### src/rtl/iir_pkg.sv
// Shared types and constants for the biquad cascade.
// FSM states, coefficient slots, unity value and saturation limits.
package iir_pkg;

   typedef enum logic [1:0] {
      S_IDLE,
      S_MAC,
      S_WB,
      S_OUT
   } state_t;

   localparam logic [2:0] C_B0 = 3'd0;
   localparam logic [2:0] C_B1 = 3'd1;
   localparam logic [2:0] C_B2 = 3'd2;
   localparam logic [2:0] C_A1 = 3'd3;
   localparam logic [2:0] C_A2 = 3'd4;
   localparam int N_COEF = 5;

   function automatic longint unity_coef(input int frac);
      return 64'sd1 <<< frac;
   endfunction

   function automatic longint sat_max(input int w);
      return (64'sd1 <<< (w - 1)) - 64'sd1;
   endfunction

   function automatic longint sat_min(input int w);
      return -(64'sd1 <<< (w - 1));
   endfunction

endpackage

### src/rtl/iir_coef_bank.sv
// Double-buffered coefficient store: shadow written any time, active
// copied from shadow on i_commit. Ports: write (i_we/i_wsec/i_widx/
// i_wdata), copy strobe i_commit, combinational read (i_rsec/i_ridx ->
// o_coef) of the active bank.
module iir_coef_bank
   import iir_pkg::*;
#(
   parameter int COEF_W     = 16,
   parameter int COEF_FRAC  = 14,
   parameter int N_SECTIONS = 4,
   parameter int SW         = 2
) (
   input  logic              clk,
   input  logic              reset_n,
   input  logic              i_we,
   input  logic [2:0]        i_wsec,
   input  logic [2:0]        i_widx,
   input  logic [COEF_W-1:0] i_wdata,
   input  logic              i_commit,
   input  logic [SW-1:0]     i_rsec,
   input  logic [2:0]        i_ridx,
   output logic [COEF_W-1:0] o_coef
);

   localparam logic [COEF_W-1:0] UNITY =
      COEF_W'(unity_coef(COEF_FRAC));

   logic [COEF_W-1:0] r_shd [N_SECTIONS][N_COEF];
   logic [COEF_W-1:0] r_act [N_SECTIONS][N_COEF];
   logic              w_wr_ok;

   assign w_wr_ok = i_we
                 && (int'(i_wsec) < N_SECTIONS)
                 && (i_widx <= C_A2);

   assign o_coef = r_act[i_rsec][i_ridx];

   always_ff @(posedge clk or negedge reset_n) begin
      if (!reset_n) begin
         for (int s = 0; s < N_SECTIONS; s++) begin
            for (int c = 0; c < N_COEF; c++) begin
               r_shd[s][c] <= (c == 0) ? UNITY : '0;
               r_act[s][c] <= (c == 0) ? UNITY : '0;
            end
         end
      end else begin
         if (w_wr_ok)
            r_shd[i_wsec[SW-1:0]][i_widx] <= i_wdata;
         if (i_commit)
            r_act <= r_shd;
      end
   end

endmodule

### src/rtl/iir_biquad_cascade.sv
// Cascade of DF-I biquads sharing one MAC, one sample in flight.
// Ports: sample handshake (in_*/out_*), coefficient path (coef_*),
// bypass_mask, clear_state, sticky sat_flag.
module iir_biquad_cascade
   import iir_pkg::*;
#(
   parameter int DATA_W     = 16,
   parameter int COEF_W     = 16,
   parameter int COEF_FRAC  = 14,
   parameter int N_SECTIONS = 4,
   parameter int ACC_W      = 36
) (
   input  logic                     clk,
   input  logic                     reset_n,
   input  logic                     in_valid,
   output logic                     in_ready,
   input  logic signed [DATA_W-1:0] in_sample,
   output logic                     out_valid,
   output logic signed [DATA_W-1:0] out_sample,
   input  logic                     coef_we,
   input  logic [2:0]               coef_sec,
   input  logic [2:0]               coef_idx,
   input  logic [COEF_W-1:0]        coef_data,
   input  logic                     coef_commit,
   input  logic [N_SECTIONS-1:0]    bypass_mask,
   input  logic                     clear_state,
   output logic                     sat_flag
);

   localparam int SW = (N_SECTIONS > 1) ? $clog2(N_SECTIONS) : 1;
   localparam int PW = DATA_W + COEF_W;
   localparam logic signed [ACC_W-1:0] HALF =
      ACC_W'(64'sd1 <<< (COEF_FRAC - 1));
   localparam logic signed [ACC_W-1:0] MAXV = ACC_W'(sat_max(DATA_W));
   localparam logic signed [ACC_W-1:0] MINV = ACC_W'(sat_min(DATA_W));
   localparam logic [SW-1:0] LAST = SW'(N_SECTIONS - 1);

   state_t                    r_state, w_state_nx;
   logic [SW-1:0]             r_sec;
   logic [2:0]                r_t;
   logic signed [ACC_W-1:0]   r_acc;
   logic signed [DATA_W-1:0]  r_x;
   logic [N_SECTIONS-1:0]     r_byp;
   logic signed [DATA_W-1:0]  r_x1 [N_SECTIONS];
   logic signed [DATA_W-1:0]  r_x2 [N_SECTIONS];
   logic signed [DATA_W-1:0]  r_y1 [N_SECTIONS];
   logic signed [DATA_W-1:0]  r_y2 [N_SECTIONS];
   logic signed [DATA_W-1:0]  r_out;
   logic                      r_sat, r_cpend, r_clpend;

   logic                      w_hs, w_svc, w_last, w_clamp;
   logic [SW-1:0]             w_sec_nx;
   logic [COEF_W-1:0]         w_coef_raw;
   logic signed [COEF_W-1:0]  w_coef;
   logic signed [DATA_W-1:0]  w_opnd, w_res;
   logic signed [PW-1:0]      w_prod;
   logic signed [ACC_W-1:0]   w_prod_x, w_rnd, w_shf;

   assign w_hs     = in_valid && (r_state == S_IDLE);
   // pending commit/clear only serviced on an idle cycle with no handshake
   assign w_svc    = (r_state == S_IDLE) && !in_valid;
   assign w_last   = (r_sec == LAST);
   assign w_sec_nx = r_sec + SW'(1);

   assign out_sample = r_out;
   assign sat_flag   = r_sat;

   iir_coef_bank #(
      .COEF_W     (COEF_W),
      .COEF_FRAC  (COEF_FRAC),
      .N_SECTIONS (N_SECTIONS),
      .SW         (SW)
   ) u_bank (
      .clk      (clk),
      .reset_n  (reset_n),
      .i_we     (coef_we),
      .i_wsec   (coef_sec),
      .i_widx   (coef_idx),
      .i_wdata  (coef_data),
      .i_commit (w_svc && r_cpend),
      .i_rsec   (r_sec),
      .i_ridx   (r_t),
      .o_coef   (w_coef_raw)
   );

   always_comb begin
      w_opnd = r_x;
      unique case (r_t)
         C_B1:    w_opnd = r_x1[r_sec];
         C_B2:    w_opnd = r_x2[r_sec];
         C_A1:    w_opnd = r_y1[r_sec];
         C_A2:    w_opnd = r_y2[r_sec];
         default: w_opnd = r_x;
      endcase
   end

   assign w_coef   = $signed(w_coef_raw);
   assign w_prod   = w_opnd * w_coef;
   assign w_prod_x = {{(ACC_W-PW){w_prod[PW-1]}}, w_prod};
   assign w_rnd    = r_acc + HALF;
   assign w_shf    = w_rnd >>> COEF_FRAC;

   always_comb begin
      w_clamp = 1'b0;
      w_res   = w_shf[DATA_W-1:0];
      if (r_byp[r_sec]) begin
         w_res = r_x;
      end else if (w_shf > MAXV) begin
         w_res   = MAXV[DATA_W-1:0];
         w_clamp = 1'b1;
      end else if (w_shf < MINV) begin
         w_res   = MINV[DATA_W-1:0];
         w_clamp = 1'b1;
      end
   end

   always_ff @(posedge clk or negedge reset_n) begin
      if (!reset_n) r_state <= S_IDLE;
      else          r_state <= w_state_nx;
   end

   always_comb begin
      w_state_nx = r_state;
      in_ready   = 1'b0;
      out_valid  = 1'b0;
      unique case (r_state)
         S_IDLE: begin
            in_ready = 1'b1;
            if (w_hs)
               w_state_nx = bypass_mask[0] ? S_WB : S_MAC;
         end
         S_MAC:
            if (r_t == C_A2) w_state_nx = S_WB;
         S_WB:
            if (w_last)              w_state_nx = S_OUT;
            else if (r_byp[w_sec_nx]) w_state_nx = S_WB;
            else                     w_state_nx = S_MAC;
         S_OUT: begin
            out_valid  = 1'b1;
            w_state_nx = S_IDLE;
         end
         default: w_state_nx = S_IDLE;
      endcase
   end

   always_ff @(posedge clk or negedge reset_n) begin
      if (!reset_n) begin
         r_sec    <= '0;
         r_t      <= '0;
         r_acc    <= '0;
         r_x      <= '0;
         r_byp    <= '0;
         r_out    <= '0;
         r_sat    <= 1'b0;
         r_cpend  <= 1'b0;
         r_clpend <= 1'b0;
         for (int s = 0; s < N_SECTIONS; s++) begin
            r_x1[s] <= '0;
            r_x2[s] <= '0;
            r_y1[s] <= '0;
            r_y2[s] <= '0;
         end
      end else begin
         r_cpend  <= (r_cpend && !w_svc) || coef_commit;
         r_clpend <= (r_clpend && !w_svc) || clear_state;
         if (w_svc && r_clpend) begin
            r_sat <= 1'b0;
            for (int s = 0; s < N_SECTIONS; s++) begin
               r_x1[s] <= '0;
               r_x2[s] <= '0;
               r_y1[s] <= '0;
               r_y2[s] <= '0;
            end
         end
         unique case (r_state)
            S_IDLE:
               if (w_hs) begin
                  r_x   <= in_sample;
                  r_sec <= '0;
                  r_t   <= '0;
                  r_acc <= '0;
                  r_byp <= bypass_mask;
               end
            S_MAC: begin
               // feedback terms are subtracted
               if (r_t >= C_A1) r_acc <= r_acc - w_prod_x;
               else             r_acc <= r_acc + w_prod_x;
               if (r_t != C_A2) r_t <= r_t + 3'd1;
            end
            S_WB: begin
               if (r_byp[r_sec]) begin
                  r_x1[r_sec] <= '0;
                  r_x2[r_sec] <= '0;
                  r_y1[r_sec] <= '0;
                  r_y2[r_sec] <= '0;
               end else begin
                  r_x2[r_sec] <= r_x1[r_sec];
                  r_x1[r_sec] <= r_x;
                  r_y2[r_sec] <= r_y1[r_sec];
                  r_y1[r_sec] <= w_res;
               end
               if (w_clamp) r_sat <= 1'b1;
               r_x <= w_res;
               if (w_last) begin
                  r_out <= w_res;
               end else begin
                  r_sec <= w_sec_nx;
                  r_t   <= '0;
                  r_acc <= '0;
               end
            end
            default: ;
         endcase
      end
   end

endmodule

### config.mk
export PLATFORM = sky130hd
export DESIGN_NAME = iir_biquad_cascade
export DESIGN_NICKNAME = d
export VERILOG_FILES = /design/src/rtl/iir_pkg.sv /design/src/rtl/iir_coef_bank.sv /design/src/rtl/iir_biquad_cascade.sv
export SDC_FILE = /design/constraint.sdc
export NUM_CORES = 2
export LEC_CHECK = 0
export CORE_MARGIN = 3
export CORE_UTILIZATION = 43
export DETAILED_ROUTE_END_ITERATION = 8
export PLACE_DENSITY_LB_ADDON = 0.25
export REMOVE_ABC_BUFFERS = 1
export SKIP_LAST_GASP = 1
export SLEW_MARGIN = 25
export SYNTH_ARGS = -nofsm -noshare
export SYNTH_HDL_FRONTEND = slang
export SYNTH_SLANG_ARGS = --single-unit
### constraint.sdc
create_clock -name clk -period 10.8 [get_ports clk]
set_input_delay 2.16 -clock clk [delete_from_list [all_inputs] [get_ports clk]]
set_output_delay 2.16 -clock clk [all_outputs]
set_load 0.01 [all_outputs]
==> out/metrics.csv <==
metric;value;unit
Final period util;96.4;%
initial antenna violation count;1;
cells after synthesis;4279;
Antenna diodes;0;
Antenna Violating Nets Remaining;0;
Via density;5.71;
hold buffers post-CTS;0;
minimum clock period after layout;10.41;ns
H-tree levels;3;
Slew headroom;24.7;%
WL final;144000;um
first-pass GRT wire length;224000;um
GRT Util Overall;22.2;%
Critical Path Fanout Max;15;
WL per Instance;23.2;um
commonest non-fill, non-tap cell in the layout;dfrtp_1;
Layout Skew;0.0479;ns
Post-Syn Area;53700;um^2
Highest Clock Rate;96.1;MHz
most frequent cells in the layout;dfrtp_1, mux2_2, inv_1, buf_4, fa_1;
# IOs;67;
Max clock buf depth;3;
IO buf count;66;
RSZ-0062 raised after global routing;true;
r2r setup slk;0.39;ns
DRT iter0 DRCs;2701;
Core Area;124000;um^2
Final Max Tran Viols;0;
Final nets;4939;
actual slew at the worst max-slew pin;1.13;ns
Hold Crit Class;reg2reg;
gr ovfl total;0;
synthesis-to-finish area growth;16.1;%
Initial Util;43.4;%
syn_area_per_cell;12.6;um^2
Yosys cell types;87;
clock transition at the registers of the reported paths;0.06;ns
most used cell along the critical path;fa_1;
post-layout util;50.4;%
layout cells sized above 1;30.7;%
CTS Buf Count;102;
Detailed Place HPWL;96300;um
Post-synth ARST share;100;%
max_cap viols;0;
clk_lat worst skew;0.73;ns
CP max-delay cell;mux4_2;
largest net degree at the start of global routing;176;
Setup crit start kind;flip-flop;
DR DRC count;0;
hold depth;1;
Worst path max stage delay;0.64;ns
Fin. Hold Viols;0;
Final Wtd Congestion;0.926;
die height;359;um
Root Buffer;clkbuf_16;
Vias;35516;
crit path capture type;flip-flop;
status;finished, final reports clean;
cells on worst reg2reg path;42;
Synth Register Bits;978;
Req. time, crit path;11.41;ns
Post-synth EDFFs;0;
CP Class;reg2reg;
Setup violations, final;0;
Syn. warnings;0;
Most used DFF post-synth;dfrtp_1;
Worst Path Arrival;11.01;ns
DRT Pass-1 Iters;7;
clock sinks;978;
chip width;359;um
sequential element share of the synthesized area;45.6;%
vias in the first global route;36588;
Die ar.;129000;um^2
CTS tree;done;
row count;129;
[state kept, by name, summed over array words and instances, names as in the netlist]
name	flops
sat_flag	1
r_x2	64
r_t	3
r_y1	64
r_state	2
r_x1	64
r_cpend	1
u_bank.r_act	320
u_bank.r_shd	320
out_sample	16
r_sec	2
r_x	16
r_acc	36
r_byp	4
r_y2	64
r_clpend	1
[cells by family (layout without fill, tap and decap cells)]
group / count (synthesis) / count (layout) / share of synthesized area [%]
flip-flops: 978 / 978 / 45.6
multiplexers: 815 / 815 / 20.2
AND/OR/NAND/NOR: 699 / 699 / 5.98
AO/OA/AOI/OAI: 685 / 685 / 9.38
buffers and inverters: 608 / 911 / 4.35
adder cells (fa/ha/maj): 391 / 391 / 12.8
XOR/XNOR: 103 / 103 / 1.68
[cell usage after synthesis, types with 5 or more instances]
library cell / n / area [um^2]
o21ai_0: 120 / 601
o21ai_1: 8 / 40.0
a221o_1: 7 / 70.1
nand4_1: 13 / 81.3
nand3_1: 55 / 275
inv_1: 340 / 1280
a211oi_1: 20 / 150
dfrtp_1: 970 / 24300
dfstp_2: 8 / 210
nand2_1: 228 / 856
o21bai_1: 13 / 97.6
o211ai_1: 5 / 37.5
o2111ai_1: 5 / 43.8
xor2_1: 44 / 385
and2_1: 13 / 81.3
o22ai_1: 11 / 68.8
clkbuf_1: 214 / 803
mux2_2: 642 / 7230
buf_2: 32 / 160
buf_1: 16 / 60.1
a22oi_1: 13 / 97.6
a22o_1: 256 / 2240
a222oi_1: 12 / 120
xnor2_1: 59 / 517
ha_1: 127 / 1590
and3_1: 23 / 144
a21oi_1: 103 / 515
a31oi_1: 6 / 37.5
nor2b_1: 30 / 188
or2_2: 21 / 131
mux4_2: 152 / 3420
o21a_1: 13 / 97.6
mux2i_1: 21 / 210
or3_1: 6 / 37.5
a211o_1: 10 / 87.6
nand2b_1: 34 / 213
fa_1: 264 / 5290
a21o_1: 23 / 173
nor2_1: 223 / 837
nor3_1: 22 / 110
o31ai_1: 17 / 128
[repair_timing]
item | 4_1_cts | 5_1_grt
endpoints found under the setup margin | 1 | 9
pin swaps | 0 | 21
gates resized for setup | 2 | 62
gates cloned | 0 | 4
setup buffers | 0 | 26
[final timing paths]
check                                          start                       endpoint
max in group asynchronous                    reset_n  u_bank.r_shd[150]$_DFFE_PN0P_
worst max register to register  r_sec[0]$_DFFE_PN0P_          r_acc[31]$_DFFE_PN0P_
min in group asynchronous                    reset_n             r_y1[34]$_DFF_PN0_
worst min register to register     r_cpend$_DFF_PN0_              r_cpend$_DFF_PN0_
worst min-delay path               r_cpend$_DFF_PN0_              r_cpend$_DFF_PN0_
worst max-delay path            r_sec[0]$_DFFE_PN0P_          r_acc[31]$_DFFE_PN0P_
[critical path, delay by kind of cell, from the launching register on]
kind                       cells  cell delay, ns
AOI/OAI and AO/OA             14            2.87
xor gates and xnor gates       1            0.23
muxes                          1            0.64
buffers and inverters         10            1.18
DFF                            1            0.54
adders and majority gates      8            3.62
and+or+nand+nor                8            1.21
[per-layer routing]
metal | part of all wire (%) | global-route usage [%] | vias to the layer above
li1 | - | - | 15540
met1 | 45 | 31.2 | 18857
met2 | 48 | 36.4 | 937
met3 | 5.3 | 3.66 | 180
met4 | 1.9 | 4.96 | 2
met5 | 0.0083 | 0 | -
[stage by stage]
step | hold slack [ns] | setup TNS (ns) | worst slack, ns | cell area (um^2) | instances
5_1_grt | 0.497 | -0.109 | -0.0794 | 62400 | 6219
4_1_cts | 0.476 | 0 | 0.00875 | 61800 | 6187
3_3_place_gp | 0.459 | -0.0346 | -0.0346 | 57900 | 6001
2_1_floorplan | 0.441 | -92.70 | -4.69 | 52700 | 4014
6_report | 0.477 | 0 | 0.392 | 62400 | 6219
3_5_place_dp | 0.467 | -0.0631 | -0.0631 | 57900 | 6001
[area by class of cell]
class,instances,area [um^2]
fill,10773,61400
multi-input combinational,2693,27200
sequential,978,24500
timing repair buffer,382,3520
clock buffer,134,2880
tap,1637,2050
inverter,343,1290
clock inverter,52,930
Power is not shown: default switching activity piles up to over one toggle a cycle in this logic, so the estimate is an artifact.
